==> config.mk <==
export PLATFORM = sky130hd
export DESIGN_NAME = flop_div
export DESIGN_NICKNAME = d
export VERILOG_FILES = /design/src/rtl/flop_div.sv
export SDC_FILE = /design/constraint.sdc
export NUM_CORES = 1
export LEC_CHECK = 0
export ABC_AREA = 1
export CORE_AREA = 2 2 84 86
export CTS_BUF_LIST = sky130_fd_sc_hd__clkbuf_4
export DETAILED_ROUTE_END_ITERATION = 8
export DIE_AREA = 0 0 86 88
export HOLD_SLACK_MARGIN = 0.02
export MAX_ROUTING_LAYER = met4
export PLACE_DENSITY = 0.88
export SYNTH_ARGS = -nofsm -noshare
export SYNTH_HDL_FRONTEND = slang
export SYNTH_SLANG_ARGS = --single-unit
==> constraint.sdc <==
create_clock -name clk -period 1.9 [get_ports clk]
set_input_delay 0.38 -clock clk [delete_from_list [all_inputs] [get_ports clk]]
set_output_delay 0.38 -clock clk [all_outputs]
set_load 0.05 [all_outputs]
==> src/rtl/flop_div.sv <==
// Sequential divider for the 13-bit float format {sign, mant[7:0] (m/128), exp[3:0] signed}.
// Restoring mantissa division one quotient bit per clock, then normalise/pack/flag; fixed 10-cycle latency.
module flop_div (
  input  logic        clk,
  input  logic        reset_n,
  input  logic        start,
  input  logic [12:0] one,
  input  logic [12:0] other,
  output logic [12:0] result,
  output logic        busy,
  output logic        done,
  output logic        ovf,
  output logic        unf,
  output logic        dz,
  output logic [1:0]  dbg_state_o
);

  // Handshake: start is sampled when the unit can accept (IDLE, or the NORM edge
  // that retires the previous operation); busy is high from the edge after
  // acceptance until done; done is a one-cycle pulse with result/flags valid.
  typedef enum logic [1:0] {IDLE = 2'd0, DIV = 2'd1, NORM = 2'd2} state_t;

  state_t             state_q, state_d;
  logic               sign_q, sign_d;
  logic [7:0]         ma_q, ma_d;
  logic [7:0]         mb_q, mb_d;
  logic signed [5:0]  ediff_q, ediff_d;
  logic [9:0]         rem_q, rem_d;
  logic [8:0]         quo_q, quo_d;
  logic [3:0]         cnt_q, cnt_d;
  logic [12:0]        result_q, result_d;
  logic               busy_q, busy_d;
  logic               done_q, done_d;
  logic               ovf_q, ovf_d;
  logic               unf_q, unf_d;
  logic               dz_q, dz_d;

  logic               accept;
  logic               qbit;
  logic [9:0]         rem_sub;
  logic signed [5:0]  exp_n;
  logic [7:0]         mant_n;

  always_ff @(posedge clk or negedge reset_n) begin
    if (!reset_n) begin
      state_q  <= IDLE;
      sign_q   <= 1'b0;
      ma_q     <= 8'd0;
      mb_q     <= 8'd0;
      ediff_q  <= 6'sd0;
      rem_q    <= 10'd0;
      quo_q    <= 9'd0;
      cnt_q    <= 4'd0;
      result_q <= 13'd0;
      busy_q   <= 1'b0;
      done_q   <= 1'b0;
      ovf_q    <= 1'b0;
      unf_q    <= 1'b0;
      dz_q     <= 1'b0;
    end else begin
      state_q  <= state_d;
      sign_q   <= sign_d;
      ma_q     <= ma_d;
      mb_q     <= mb_d;
      ediff_q  <= ediff_d;
      rem_q    <= rem_d;
      quo_q    <= quo_d;
      cnt_q    <= cnt_d;
      result_q <= result_d;
      busy_q   <= busy_d;
      done_q   <= done_d;
      ovf_q    <= ovf_d;
      unf_q    <= unf_d;
      dz_q     <= dz_d;
    end
  end

  always_comb begin
    state_d  = state_q;
    sign_d   = sign_q;
    ma_d     = ma_q;
    mb_d     = mb_q;
    ediff_d  = ediff_q;
    rem_d    = rem_q;
    quo_d    = quo_q;
    cnt_d    = cnt_q;
    result_d = result_q;
    ovf_d    = ovf_q;
    unf_d    = unf_q;
    dz_d     = dz_q;
    done_d   = 1'b0;
    busy_d   = (state_q == DIV);
    qbit     = 1'b0;
    rem_sub  = rem_q;
    mant_n   = quo_q[8] ? quo_q[8:1] : quo_q[7:0];
    exp_n    = quo_q[8] ? ediff_q : (ediff_q - 6'sd1);
    accept   = start && ((state_q == IDLE) || (state_q == NORM));

    case (state_q)
      DIV: begin
        if (rem_q >= {2'b00, mb_q}) begin
          qbit    = 1'b1;
          rem_sub = rem_q - {2'b00, mb_q};
        end
        rem_d = {rem_sub[8:0], 1'b0};
        quo_d = {quo_q[7:0], qbit};
        cnt_d = cnt_q + 4'd1;
        if (cnt_q == 4'd8) state_d = NORM;
      end
      NORM: begin
        done_d = 1'b1;
        ovf_d  = 1'b0;
        unf_d  = 1'b0;
        dz_d   = 1'b0;
        if (mb_q == 8'd0) begin
          dz_d     = 1'b1;
          result_d = {sign_q, 8'hFF, 4'h7};
        end else if (ma_q == 8'd0) begin
          result_d = 13'h000;
        end else if (exp_n > 6'sd7) begin
          ovf_d    = 1'b1;
          result_d = {sign_q, 8'hFF, 4'h7};
        end else if (exp_n < -6'sd8) begin
          unf_d    = 1'b1;
          result_d = 13'h000;
        end else begin
          result_d = {sign_q, mant_n, exp_n[3:0]};
        end
        state_d = IDLE;
      end
      default: ;
    endcase

    // Loading a new operation on the retiring NORM edge keeps throughput at one per 10 cycles.
    if (accept) begin
      sign_d  = one[12] ^ other[12];
      ma_d    = one[11:4];
      mb_d    = other[11:4];
      ediff_d = $signed({{2{one[3]}}, one[3:0]}) - $signed({{2{other[3]}}, other[3:0]});
      rem_d   = {2'b00, one[11:4]};
      quo_d   = 9'd0;
      cnt_d   = 4'd0;
      state_d = DIV;
    end
  end

  assign result      = result_q;
  assign busy        = busy_q;
  assign done        = done_q;
  assign ovf         = ovf_q;
  assign unf         = unf_q;
  assign dz          = dz_q;
  assign dbg_state_o = state_q;

endmodule

==> results by group <==
Hold path
  – Hold path cells: 1
  – Hold Crit Class: reg2reg
  – Worst Min Path Start: cnt_q[3]

Synthesis
  – Syn Inst Count: 450
  – Syn Area/Cell: 8.18 um^2
  – Syn Nets: 496
  – Register area share after synthesis: 44.2%
  – Synth cell types: 39
  – YS warnings: 0
  – Yosys reg bits: 65
  – Synth Cell Area: 0.00368 mm^2

Global routing
  – Gr usage total: 22.5%
  – Vias in the first global route: 2888
  – Largest net degree at the start of global routing: 66
  – Initial antenna violation count: 0
  – Global-route wire length before repair: 13000 um
  – Global route overflow: 0

Timing
  – Hold Fails Final Rpt: 0
  – Final min period: 1810 ps
  – Peak Freq: 553 MHz
  – Setup Skew: 9.68 ps
  – TNS Setup: 0 ps
  – Hold Slack: 485 ps
  – Slew headroom: 66.6%
  – Setup-failing EPs final: 0
  – Max-slew violation count: 0
  – Tightest Pin Transition: 503 ps
  – Final worst path period share: 95.2%

Floorplanning
  – Top Ports: 49
  – Core area: 0.00664 mm^2
  – Number of core rows: 30
  – Initial Utilization: 55.4%
  – Die Y: 88 um
  – Total die area: 0.00757 mm^2
  – Die Width: 86 um

Clock network
  – Clock Sink Count: 65
  – Clk_lat worst skew: 390 ps
  – Clock Path Buffers: 2
  – CTS tree: done
  – CTS Buf Count: 9
  – H-tree levels: 3
  – Clock-pin transition on the worst setup and hold timing paths: 100 ps
  – CTS root buf: clkbuf_4

Pwr
  – Power per cell area: 2010 mW/mm^2
  – Pleak: 2.19 nW
  – Worst IR Drop VDD: 1.21 mV

Placement
  – Hpwl dp: 5690 um
  – # port buffers: 48
  – GPL Wtd Cong: 0.919

Worst setup path
  – Critical Path Source: mb_q[0]
  – Worst Reg-to-Reg Cells: 9
  – Critical path capture point type: flip-flop
  – CP startpoint kind: flip-flop
  – Worst r2r src: mb_q[0]
  – CP required: 2180 ps
  – Setup CP Type: reg2reg
  – Critical Path AT: 2090 ps
  – Crit-path max FO: 4

Routing
  – DRC violations left: 0
  – DRT Wirelength: 7690 um
  – Avg Vias per Cell: 5.18
  – Iteration-0 DRC Markers: 183
  – Vias: 3068
  – DRT Pass-1 Iters: 4
  – Post-route ant nets: 0
  – Wirelength per Cell: 13.0 um

Outcome
  – Status: complete, no violations

Layout
  – Area delta synth->final: 20.4%
  – Commonest non-fill, non-tap cell in the layout: nand2_1
  – Final-layout fill cell count: 542
  – Final Net Count: 554
  – Layout cells sized above 1: 15.8%
  – Most frequent cells in the layout: nand2_1 (104), dfrtp_1 (65), inv_1 (57)
  – Ant diodes: 0

Job
  – Max-cap violations: 0
## per-layer routing
layer / part of all wire, % / track usage (%) / wire length (um) / vias to the layer above
li1: - / - / - / 1569
met1: 45 / 27.4 / 3430 / 1423
met2: 49 / 36.9 / 3780 / 61
met3: 4.0 / 4.81 / 305 / 15
met4: 2.3 / 8.08 / 179 / 0
met5: 0 / - / 0 / -
## cell families after synthesis
group	count (synthesis)	share of synthesized area (%)
simple gates	188	24.3
buf+inv	86	9.69
fa+ha+maj	17	6.19
compound gates	87	14.0
xor+xnor	7	1.67
flops	65	44.2
## synthesized netlist by cell type, drive strengths merged
cell type / count / area, um^2
nand2: 111 / 442
inv: 70 / 278
dfrtp: 65 / 1630
o21ai: 46 / 245
nor2: 42 / 240
nand3: 29 / 168
a21oi: 23 / 149
ha: 15 / 188
o22ai: 12 / 75.1
buf: 7 / 43.8
clkinv: 5 / 20.0
nand4: 5 / 31.3
clkbuf: 4 / 15.0
xnor2: 4 / 35.0
xor2: 3 / 26.3
fa: 2 / 40.0
o211ai: 2 / 15.0
a21o: 1 / 7.51
a31o: 1 / 8.76
nor4: 1 / 12.5
o21a: 1 / 7.51
o31ai: 1 / 7.51
## stage by stage
step | cell area (um^2) | worst slack, ps | total power, mW | util, % | std cells
after CTS | 4370 | 0.235 | 8.67 | 65.7 | 590
after detailed placement | 4250 | -114 | 7.90 | 64.0 | 574
after global placement | 4250 | -57.3 | 7.70 | 64.0 | 574
after floorplan | 3680 | 121 | 6.60 | - | 450
final | 4430 | 90.8 | 8.91 | 66.7 | 592
after global routing | 4430 | -22.8 | 9.72 | 66.7 | 592
## final cells by class
class	instances	area, um^2	share of cell area, %
multi-input cells	300	1760	39.7
clock inverters	5	47.5	1.07
well taps	80	100	2.26
inverters	75	298	6.72
flip-flops and latches	65	1630	36.7
repair buffers	57	528	11.9
clock buffers	10	75.1	1.69
## worst max-delay path, stage by stage (launching register included)
cell and delay (ps):
dfrtp_1 410, ha_2 200, fa_2 390, nor2_4 160, nor2_4 60, nor2_4 140
nor2_4 70, nand2_1 50, o21ai_1 50, a21o_1 160
## flip-flops by register name (all words and copies together) (netlist names)
register and cells:
busy 1, cnt_q 4, dbg_state_o 2, done 1
dz 1, ediff_q 5, ma_q 8, mb_q 8
ovf 1, quo_q 9, rem_q 10, result 13
sign_q 1, unf 1
## final timing paths
kind	endpoint	slack (ps)
worst max-delay path	rem_q[4]	90
worst min-delay path	cnt_q[3]	480
worst max register to register	rem_q[4]	90
worst min register to register	cnt_q[3]	480
max in group asynchronous	ma_q[4]	1100
min in group asynchronous	result[11]	530
## where the power goes
| part | switching [mW] | internal, mW |
|---|---|---|
| Sequential | 0.384 | 2.05 |
| Combinational | 3.67 | 1.95 |
| Clock | 0.464 | 0.397 |
| Total | 4.51 | 4.39 |
## timing repair
action                                  4_1_cts  5_1_grt
hold buffers                                  1        0
resized for setup                            16       12
buffers inserted                              0        1
endpoints found under the setup margin       16        9
cloned                                        0        1
pin swaps                                     0        5
hold endpoints to repair                     65        0
Note: power is estimated with default switching activity, not from simulation.
